==> src/rtl/wordle_guess_scorer.sv <==
// rtl/wordle_guess_scorer.sv - Wordle guess scoring engine with scored-row history and registered display read port.
// Two-pass scan (exact matches, then lowest unused target letter) at one letter per cycle.
module wordle_guess_scorer #(
  parameter int WORD_LEN    = 5,
  parameter int CHAR_W      = 8,
  parameter int MAX_GUESSES = 6,
  parameter int ROW_W       = 3,
  parameter int COL_W       = 3
) (
  input  logic                       board_clk,
  input  logic                       reset,
  input  logic                       clear,
  input  logic                       target_load,
  input  logic [WORD_LEN*CHAR_W-1:0] target_word,
  input  logic                       guess_valid,
  input  logic [WORD_LEN*CHAR_W-1:0] guess_word,
  output logic                       guess_ready,
  output logic                       busy,
  output logic                       score_done,
  output logic [2*WORD_LEN-1:0]      score_colors,
  output logic [ROW_W-1:0]           score_row,
  output logic [ROW_W-1:0]           guess_count,
  output logic                       win,
  output logic                       lose,
  input  logic [ROW_W-1:0]           rd_row,
  input  logic [COL_W-1:0]           rd_col,
  output logic [2:0]                 rd_rgb,
  output logic [CHAR_W-1:0]          rd_char
);

  typedef enum logic [1:0] {S_IDLE, S_GREEN, S_YELLOW, S_COMMIT} state_t;

  localparam logic [1:0] C_EMPTY  = 2'b00;
  localparam logic [1:0] C_ABSENT = 2'b01;
  localparam logic [1:0] C_YELLOW = 2'b10;
  localparam logic [1:0] C_GREEN  = 2'b11;
  localparam logic [CHAR_W-1:0] BLANK = CHAR_W'(8'h20);

  state_t                      state_q, state_d;
  logic [WORD_LEN*CHAR_W-1:0]  target_q, target_d, guess_q, guess_d;
  logic                        target_valid_q, target_valid_d;
  logic [WORD_LEN-1:0]         used_q, used_d;
  logic [1:0]                  code_q [WORD_LEN];
  logic [1:0]                  code_d [WORD_LEN];
  logic [COL_W-1:0]            idx_q, idx_d;
  logic [1:0]                  hist_code_q [MAX_GUESSES][WORD_LEN];
  logic [1:0]                  hist_code_d [MAX_GUESSES][WORD_LEN];
  logic [CHAR_W-1:0]           hist_char_q [MAX_GUESSES][WORD_LEN];
  logic [CHAR_W-1:0]           hist_char_d [MAX_GUESSES][WORD_LEN];
  logic [ROW_W-1:0]            count_q, count_d, score_row_q, score_row_d;
  logic                        win_q, win_d, lose_q, lose_d, score_done_q, score_done_d;
  logic [2*WORD_LEN-1:0]       score_colors_q, score_colors_d;
  logic [2:0]                  rd_rgb_q, rd_rgb_d;
  logic [CHAR_W-1:0]           rd_char_q, rd_char_d;

  logic [CHAR_W-1:0]           t_l [WORD_LEN];
  logic [CHAR_W-1:0]           g_l [WORD_LEN];
  logic                        wipe, found, all_green;
  logic [COL_W-1:0]            jsel;

  always_comb begin
    for (int i = 0; i < WORD_LEN; i++) begin
      t_l[i] = target_q[(WORD_LEN-1-i)*CHAR_W +: CHAR_W];
      g_l[i] = guess_q[(WORD_LEN-1-i)*CHAR_W +: CHAR_W];
    end
  end

  assign guess_ready  = (state_q == S_IDLE) & target_valid_q & ~win_q & ~lose_q & ~clear;
  assign busy         = (state_q != S_IDLE);
  assign score_done   = score_done_q;
  assign score_colors = score_colors_q;
  assign score_row    = score_row_q;
  assign guess_count  = count_q;
  assign win          = win_q;
  assign lose         = lose_q;
  assign rd_rgb       = rd_rgb_q;
  assign rd_char      = rd_char_q;

  always_comb begin
    state_d        = state_q;
    target_d       = target_q;
    target_valid_d = target_valid_q;
    guess_d        = guess_q;
    used_d         = used_q;
    code_d         = code_q;
    idx_d          = idx_q;
    hist_code_d    = hist_code_q;
    hist_char_d    = hist_char_q;
    count_d        = count_q;
    win_d          = win_q;
    lose_d         = lose_q;
    score_done_d   = 1'b0;
    score_colors_d = score_colors_q;
    score_row_d    = score_row_q;
    wipe           = 1'b0;
    found          = 1'b0;
    jsel           = '0;
    all_green      = 1'b1;

    for (int i = 0; i < WORD_LEN; i++) all_green = all_green & (code_q[i] == C_GREEN);
    // Scan high to low so the last hit, i.e. the lowest free index, wins.
    for (int j = WORD_LEN-1; j >= 0; j--) begin
      if (!used_q[j] && t_l[j] == g_l[idx_q]) begin
        found = 1'b1;
        jsel  = COL_W'(j);
      end
    end

    if (clear) begin
      wipe    = 1'b1;
      state_d = S_IDLE;
    end else begin
      case (state_q)
        S_IDLE: begin
          if (target_load) begin
            target_d       = target_word;
            target_valid_d = 1'b1;
            wipe           = 1'b1;
          end else if (guess_valid && guess_ready) begin
            guess_d = guess_word;
            used_d  = '0;
            idx_d   = '0;
            state_d = S_GREEN;
          end
        end
        S_GREEN: begin
          if (g_l[idx_q] == t_l[idx_q]) begin
            code_d[idx_q] = C_GREEN;
            used_d[idx_q] = 1'b1;
          end else begin
            code_d[idx_q] = C_ABSENT;
          end
          if (idx_q == COL_W'(WORD_LEN-1)) begin
            idx_d   = '0;
            state_d = S_YELLOW;
          end else begin
            idx_d = idx_q + 1'b1;
          end
        end
        S_YELLOW: begin
          if (code_q[idx_q] != C_GREEN && found) begin
            code_d[idx_q] = C_YELLOW;
            used_d[jsel]  = 1'b1;
          end
          if (idx_q == COL_W'(WORD_LEN-1)) begin
            idx_d   = '0;
            state_d = S_COMMIT;
          end else begin
            idx_d = idx_q + 1'b1;
          end
        end
        S_COMMIT: begin
          if (count_q < ROW_W'(MAX_GUESSES)) begin
            for (int c = 0; c < WORD_LEN; c++) begin
              hist_code_d[count_q][c] = code_q[c];
              hist_char_d[count_q][c] = g_l[c];
            end
          end
          for (int i = 0; i < WORD_LEN; i++) score_colors_d[(WORD_LEN-1-i)*2 +: 2] = code_q[i];
          score_row_d  = count_q;
          score_done_d = 1'b1;
          count_d      = count_q + 1'b1;
          win_d        = win_q | all_green;
          lose_d       = ((count_q + 1'b1) == ROW_W'(MAX_GUESSES)) & ~(win_q | all_green);
          state_d      = S_IDLE;
        end
        default: state_d = S_IDLE;
      endcase
    end

    if (wipe) begin
      count_d      = '0;
      win_d        = 1'b0;
      lose_d       = 1'b0;
      score_done_d = 1'b0;
      for (int r = 0; r < MAX_GUESSES; r++) begin
        for (int c = 0; c < WORD_LEN; c++) begin
          hist_code_d[r][c] = C_EMPTY;
          hist_char_d[r][c] = BLANK;
        end
      end
    end
  end

  always_comb begin
    rd_rgb_d  = 3'b000;
    rd_char_d = BLANK;
    if (rd_row < ROW_W'(MAX_GUESSES) && rd_col < COL_W'(WORD_LEN)) begin
      rd_char_d = hist_char_q[rd_row][rd_col];
      case (hist_code_q[rd_row][rd_col])
        C_ABSENT: rd_rgb_d = 3'b101;
        C_YELLOW: rd_rgb_d = 3'b110;
        C_GREEN:  rd_rgb_d = 3'b010;
        default:  rd_rgb_d = 3'b111;
      endcase
    end
  end

  always_ff @(posedge board_clk or posedge reset) begin
    if (reset) begin
      state_q        <= S_IDLE;
      target_q       <= '0;
      target_valid_q <= 1'b0;
      guess_q        <= '0;
      used_q         <= '0;
      idx_q          <= '0;
      count_q        <= '0;
      win_q          <= 1'b0;
      lose_q         <= 1'b0;
      score_done_q   <= 1'b0;
      score_colors_q <= '0;
      score_row_q    <= '0;
      rd_rgb_q       <= 3'b000;
      rd_char_q      <= '0;
      for (int c = 0; c < WORD_LEN; c++) code_q[c] <= C_EMPTY;
      for (int r = 0; r < MAX_GUESSES; r++) begin
        for (int c = 0; c < WORD_LEN; c++) begin
          hist_code_q[r][c] <= C_EMPTY;
          hist_char_q[r][c] <= BLANK;
        end
      end
    end else begin
      state_q        <= state_d;
      target_q       <= target_d;
      target_valid_q <= target_valid_d;
      guess_q        <= guess_d;
      used_q         <= used_d;
      code_q         <= code_d;
      idx_q          <= idx_d;
      hist_code_q    <= hist_code_d;
      hist_char_q    <= hist_char_d;
      count_q        <= count_d;
      win_q          <= win_d;
      lose_q         <= lose_d;
      score_done_q   <= score_done_d;
      score_colors_q <= score_colors_d;
      score_row_q    <= score_row_d;
      rd_rgb_q       <= rd_rgb_d;
      rd_char_q      <= rd_char_d;
    end
  end

endmodule

==> config.mk <==
export PLATFORM = sky130hd
export DESIGN_NAME = wordle_guess_scorer
export DESIGN_NICKNAME = d
export VERILOG_FILES = /design/src/rtl/wordle_guess_scorer.sv
export SDC_FILE = /design/constraint.sdc
export NUM_CORES = 1
export LEC_CHECK = 0
export CORE_AREA = 2 2 209 211
export CTS_BUF_LIST = sky130_fd_sc_hd__clkbuf_4 sky130_fd_sc_hd__clkbuf_8 sky130_fd_sc_hd__clkbuf_16
export DETAILED_ROUTE_END_ITERATION = 12
export DIE_AREA = 0 0 211 213
export PLACE_DENSITY = 0.79
export SLEW_MARGIN = 20
export SYNTH_ARGS = -nofsm -noshare
export SYNTH_HDL_FRONTEND = slang
export SYNTH_SLANG_ARGS = --single-unit
==> constraint.sdc <==
create_clock -name board_clk -period 24.3 [get_ports board_clk]
set_input_delay 6.075 -clock board_clk [delete_from_list [all_inputs] [get_ports board_clk]]
set_output_delay 6.075 -clock board_clk [all_outputs]
set_load 0.01 [all_outputs]
# Word level (Yosys, flattened, before mapping)
# Index checks and enable logic that the tools add are counted.
# W data, S select, Z words.
[totals]
word_cells = 296
regBits = 431
in_bits = 91
out_inout_bits = 32
[op_classes]
add_sub_neg = 2
n_eq_ne = 29
n_bitwise = 28
reduce_logical = 34
mux = 111
n_lt_le_gt_ge = 13
[op_table]
columns = ["op", "count"]
rows = [
  ["$bwmux W240", 5],
  ["$mux W240", 4],
  ["$demux W40 S3", 5],
  ["$bwmux W60", 5],
  ["$mux W60", 4],
  ["$demux W10 S3", 5],
  ["$bmux W40 S3", 1],
  ["$mux W40", 3],
  ["$bmux W8 S3", 3],
  ["$mux W8", 9],
  ["$mux W10", 5],
  ["$eq A8 B8 Y1", 6],
  ["$mux W3", 12],
  ["$mux W32", 1],
  ["$bmux W10 S3", 1],
  ["$mux W24", 1],
  ["$mux W2", 11],
  ["$mux W5", 4],
  ["$or A5 B5 Y5", 4],
  ["$pmux W10 S2", 1],
  ["$mux W1", 19],
  ["$eq A2 B2 Y1 const B", 9],
  ["$ge A4 B4 Y1 const B", 4],
  ["$mux W16", 1],
  ["other kinds (37)", 94],
]

# Depth between registers and ports, before layout
[logic_depth]
ltp_word = 18
depth_mapped = 14
mapped_depth_nobuf = 11

# Worst setup path before layout
# No wires, ideal clock.
[synth_path]
kind = "input-to-output"
startpoint = "in clear"
endpoint = "out guess_ready"
path_buffers = 0
path_slack_ns = 11.639
required_ns = 18.225
path_stages = 1
arrival_ns = 6.586
cell_sequence = "nor4_1"
[synth_via]
elab_chain_len = 2
[synth_lines]
columns = ["element", "line", "rtl"]
rows = [
  ["start: declaration", "12", "input logic clear,"],
  ["$not A1 Y1 (no line)", "n/a", ""],
  ["$and A1 B1 Y1", "68", "assign guess_ready = (state_q == S_IDLE) & target_valid_q & ~win_q & ~lose_q & ~clear;"],
  ["end: declaration", "17", "output logic guess_ready,"],
]
# Every way passes these cells.

# Worst setup path in the final report
# Same ends and word-level chain as after synthesis.

==> run_results.csv <==
group,metric,value,unit
run_status,status,"finished clean",
timing,post-route-period-util,56.4,%
setup_path,reg2reg_depth,11,
timing,rsz0062_at_grt,"false",
cts,post_cts_buffers,0,
setup_path,cp_data_arrival_time,7.63,ns
yosys,yosys_warnings,0,
routing,vias,16934,
power,power.switching,765,uW
setup_path,crit_fanout,7,
floorplan,row_count,76,
place,pre_cts_ws,10.61,ns
power,p_clk_share,32.8,%
routing,drt_iter0_markers,1621,
cts,numCtsBuffers,46,
job,drv_cap,0,
setup_path,slowest_delay,0.60,ns
floorplan,dieWidth,211,um
yosys,synth-seq-cells,431,
setup_path,critPathCaptureType,"primary output",
hold_path,whs_path_depth,2,
yosys,synth_seq_area_share,51.5,%
timing,clock_skew,0.0247,ns
setup_path,r2r_setup_slack,20.01,ns
setup_path,critical_path_class,"primary input to primary output",
timing,setup_violations,0,
power,irDropWorstVdd,0.0000705,V
place,dpl.hpwl,34.2,mm
power,sequentialPowerShare,42.7,%
cts,cts_buffer_depth,3,
cts,ctsRootBufferMaster,"clkbuf_16",
timing,drv_slew,0,
layout,fin_area,24100,sq um
routing,postRouteAntennaNets,0,
routing,totalWireLength,59.7,mm
cts,hold_buffers,0,
timing,worst_slew_pin_slew,1.13,ns
power,cellInternalPower,1.49,mW
timing,setup_slack,10.60,ns
place,port_buffers,122,
hold_path,hold_class,"register to register",
timing,hold_viol,0,
floorplan,start_util,49.2,%
power,p_sw_share,34.0,%
yosys,postSynth.asyncResetShare,100,%
routing,firstDrtPassIters,8,
global_route,grt_pass1_vias,17424,
global_route,grtUsageTotal,26.9,%
yosys,synth_ff_type,"dfrtp_1",
yosys,synth.area.top_cells,"dfrtp_1, nand2_1, a21oi_1",
power,p_leak,9.79,nW
setup_path,crit_chain,"clkdlybuf4s50_1 > nor4_1 > clkdlybuf4s50_1",
setup_path,path_depth,3,
setup_path,cpMostUsedCell,"clkdlybuf4s50_1",
timing,fin_crit,13.70,ns
yosys,syn_inst,2169,
layout,layout-drive-gt1-share,14.4,%
setup_path,r2r-start,"idx_q[2]",
hold_path,hp-start,"score_colors[2]",
yosys,synth_nets,2269,
routing,drc,0,
cts,htreeDepth,2,
cts,clock_latency,0.58,ns
global_route,grt_start_max_net_pins,172,
power,pwr-share-comb,24.5,%
floorplan,core,42700,sq um
floorplan,dieHeight,213,um
cts,cts_resized,0,
floorplan,io_pins,123,
yosys,synth_edf_count,0,
setup_path,timing.critical_path.slowest_stage_cell,"clkdlybuf4s50_1",
yosys,syn_area,21000,sq um
cts,cts_tree,"built",
cts,cts_sinks,431,
power,power_density,93.6,nW/um^2
cts,clkTransAtPathRegs,0.05,ns
yosys,synth.largest_area_cell,"dfrtp_1",
timing,relSlewSlack,24.9,%
global_route,antenna_found_initial,1,
routing,avgViaCountPerCell,6.17,
timing,timing.setup.tns,0,ns
layout,fin_util,56.3,%
layout,layout.nets,2262,
global_route,overflow,0,
power,finalPower,2.25,mW
setup_path,crit_path_start_kind,"primary input",
setup_path,cpLargestDelayFamily,"buffers and inverters",
timing,clock.fmax,73.0,MHz
setup_path,critPathBufInv,2,
routing,wl_per_cell,21.7,um
yosys,synth_top_area_share,47.7,%
place,gp_congestion,0.874,
hold_path,min_to,"score_colors[2]",
yosys,postSynthAreaPerCell,9.69,sq um
global_route,grt_pass1_wl,94.7,mm
yosys,yosysUniqueCellTypes,58,
layout,n_fill_cell,3382,
place,placed_area,22400,sq um
layout,areaGrowthSynthToFinish,14.5,%
setup_path,cp.required,18.22,ns
floorplan,dieArea,44900,sq um
[cell type report]
cell class                      count  area (sq um)  share of cell area, %
Multi-Input combinational cell   1505          9370                   38.9
Clock buffer                       77          1500                   6.23
Sequential cell                   431         10800                   45.0
Inverter                           27           109                  0.452
Clock inverter                      8           118                  0.489
Timing Repair Buffer              151          1460                   6.05
Antenna cell                        1          2.50                 0.0104
Tap cell                          546           683                   2.84
[Yosys cell counts, drive strengths merged (2+ instances only)]
master / number
a211oi: 3
a21oi: 286
a221oi: 44
a22o: 10
a22oi: 6
a31oi: 9
and2: 2
and3: 5
buf: 26
clkbuf: 180
dfrtp: 401
dfstp: 30
ha: 9
inv: 27
mux2: 99
mux2i: 121
mux4: 30
nand2: 630
nand2b: 7
nand3: 42
nand4: 10
nor2: 30
nor2b: 5
nor3: 9
nor4: 7
o21ai: 34
o221ai: 10
o22a: 3
o22ai: 27
o2bb2ai: 4
or2: 2
or4: 2
xnor2: 15
xor2: 35
[power by group through the flow]
stage / combinational [mW] / clock, mW / sequential [mW]
after floorplan: 0.474 / 0 / 0.855
after global routing: 0.593 / 0.773 / 0.975
final: 0.552 / 0.738 / 0.962
after CTS: 0.543 / 0.747 / 0.956
after detailed placement: 0.537 / 0 / 0.968
after global placement: 0.519 / 0 / 0.962
[through the flow]
step | std cells | hold WS [ns]
6_report | 2746 | 0.478
2_1_floorplan | 2169 | 0.435
3_3_place_gp | 2659 | 0.454
4_1_cts | 2744 | 0.480
5_1_grt | 2745 | 0.496
3_5_place_dp | 2659 | 0.466
[worst max-delay path by stage]
stage	start	endpoint	slack, ns
finish	clear	guess_ready	10.60
floorplan	reset	async pin	6.27
detailed placement	clear	guess_ready	10.61
global placement	clear	guess_ready	10.54
CTS	clear	guess_ready	10.61
global route	clear	guess_ready	10.48
[flip-flops by register name, indices dropped and copies added, names as in the netlist, named ones only]
| name | flops |
|---|---|
| hist_char_q | 240 |
| hist_code_q | 60 |
| g_l | 40 |
| t_l | 40 |
| score_colors | 10 |
| rd_char | 8 |
| used_q | 5 |
| guess_count | 3 |
| idx_q | 3 |
| rd_rgb | 3 |
| score_row | 3 |
| state_q | 2 |
| lose | 1 |
| score_done | 1 |
| target_valid_q | 1 |
| win | 1 |
[per-layer routing]
metal	GRT usage (%)	part of all wire [%]	routed length (um)	vias to the layer above
met5	0	0	0	-
met4	10.7	3.5	2090	0
met3	6.25	10	6150	186
met2	43.6	47	28100	916
met1	35.2	39	23400	8444
li1	-	-	-	7388
[worst register-to-register path: stages, from the launching register on]
cell and delay, ns:
dfrtp_1 0.59, buf_4 0.40, nand2b_1 0.56, o22ai_1 0.22
a31oi_2 0.54, xor2_1 0.19, nand4_1 0.20, or4_4 0.48
or3b_4 0.29, o311a_4 0.25, nand3_2 0.11, mux2_4 0.34
[placed cells by master (no fill, tap or decap), types with 15 or more instances in the layout]
cell type          n
a21oi_1          284
a221oi_1          42
buf_4             26
clkbuf_16         49
clkbuf_4          18
clkdlybuf4s50_1  117
dfrtp_1          400
dfstp_2           30
inv_1             25
mux2_2            93
mux2i_1          121
mux4_2            30
nand2_1          624
nand3_1           36
nor2_1            27
o21ai_0           34
o22ai_1           27
xnor2_1           15
xor2_1            35
[kinds of logic (layout without fill, tap and decap cells)]
family          Yosys count  count (layout)  share of synthesized area, %
mux                     250             250                          14.4
xor+xnor                 50              50                          2.08
simple gates            756             756                          14.6
buf+inv                 233             263                          4.34
compound gates          440             440                          12.6
flops                   431             431                          51.5
fa+ha+maj                 9               9                         0.536
other cells               0               1                             0
Power figures use the tool's default switching activity.
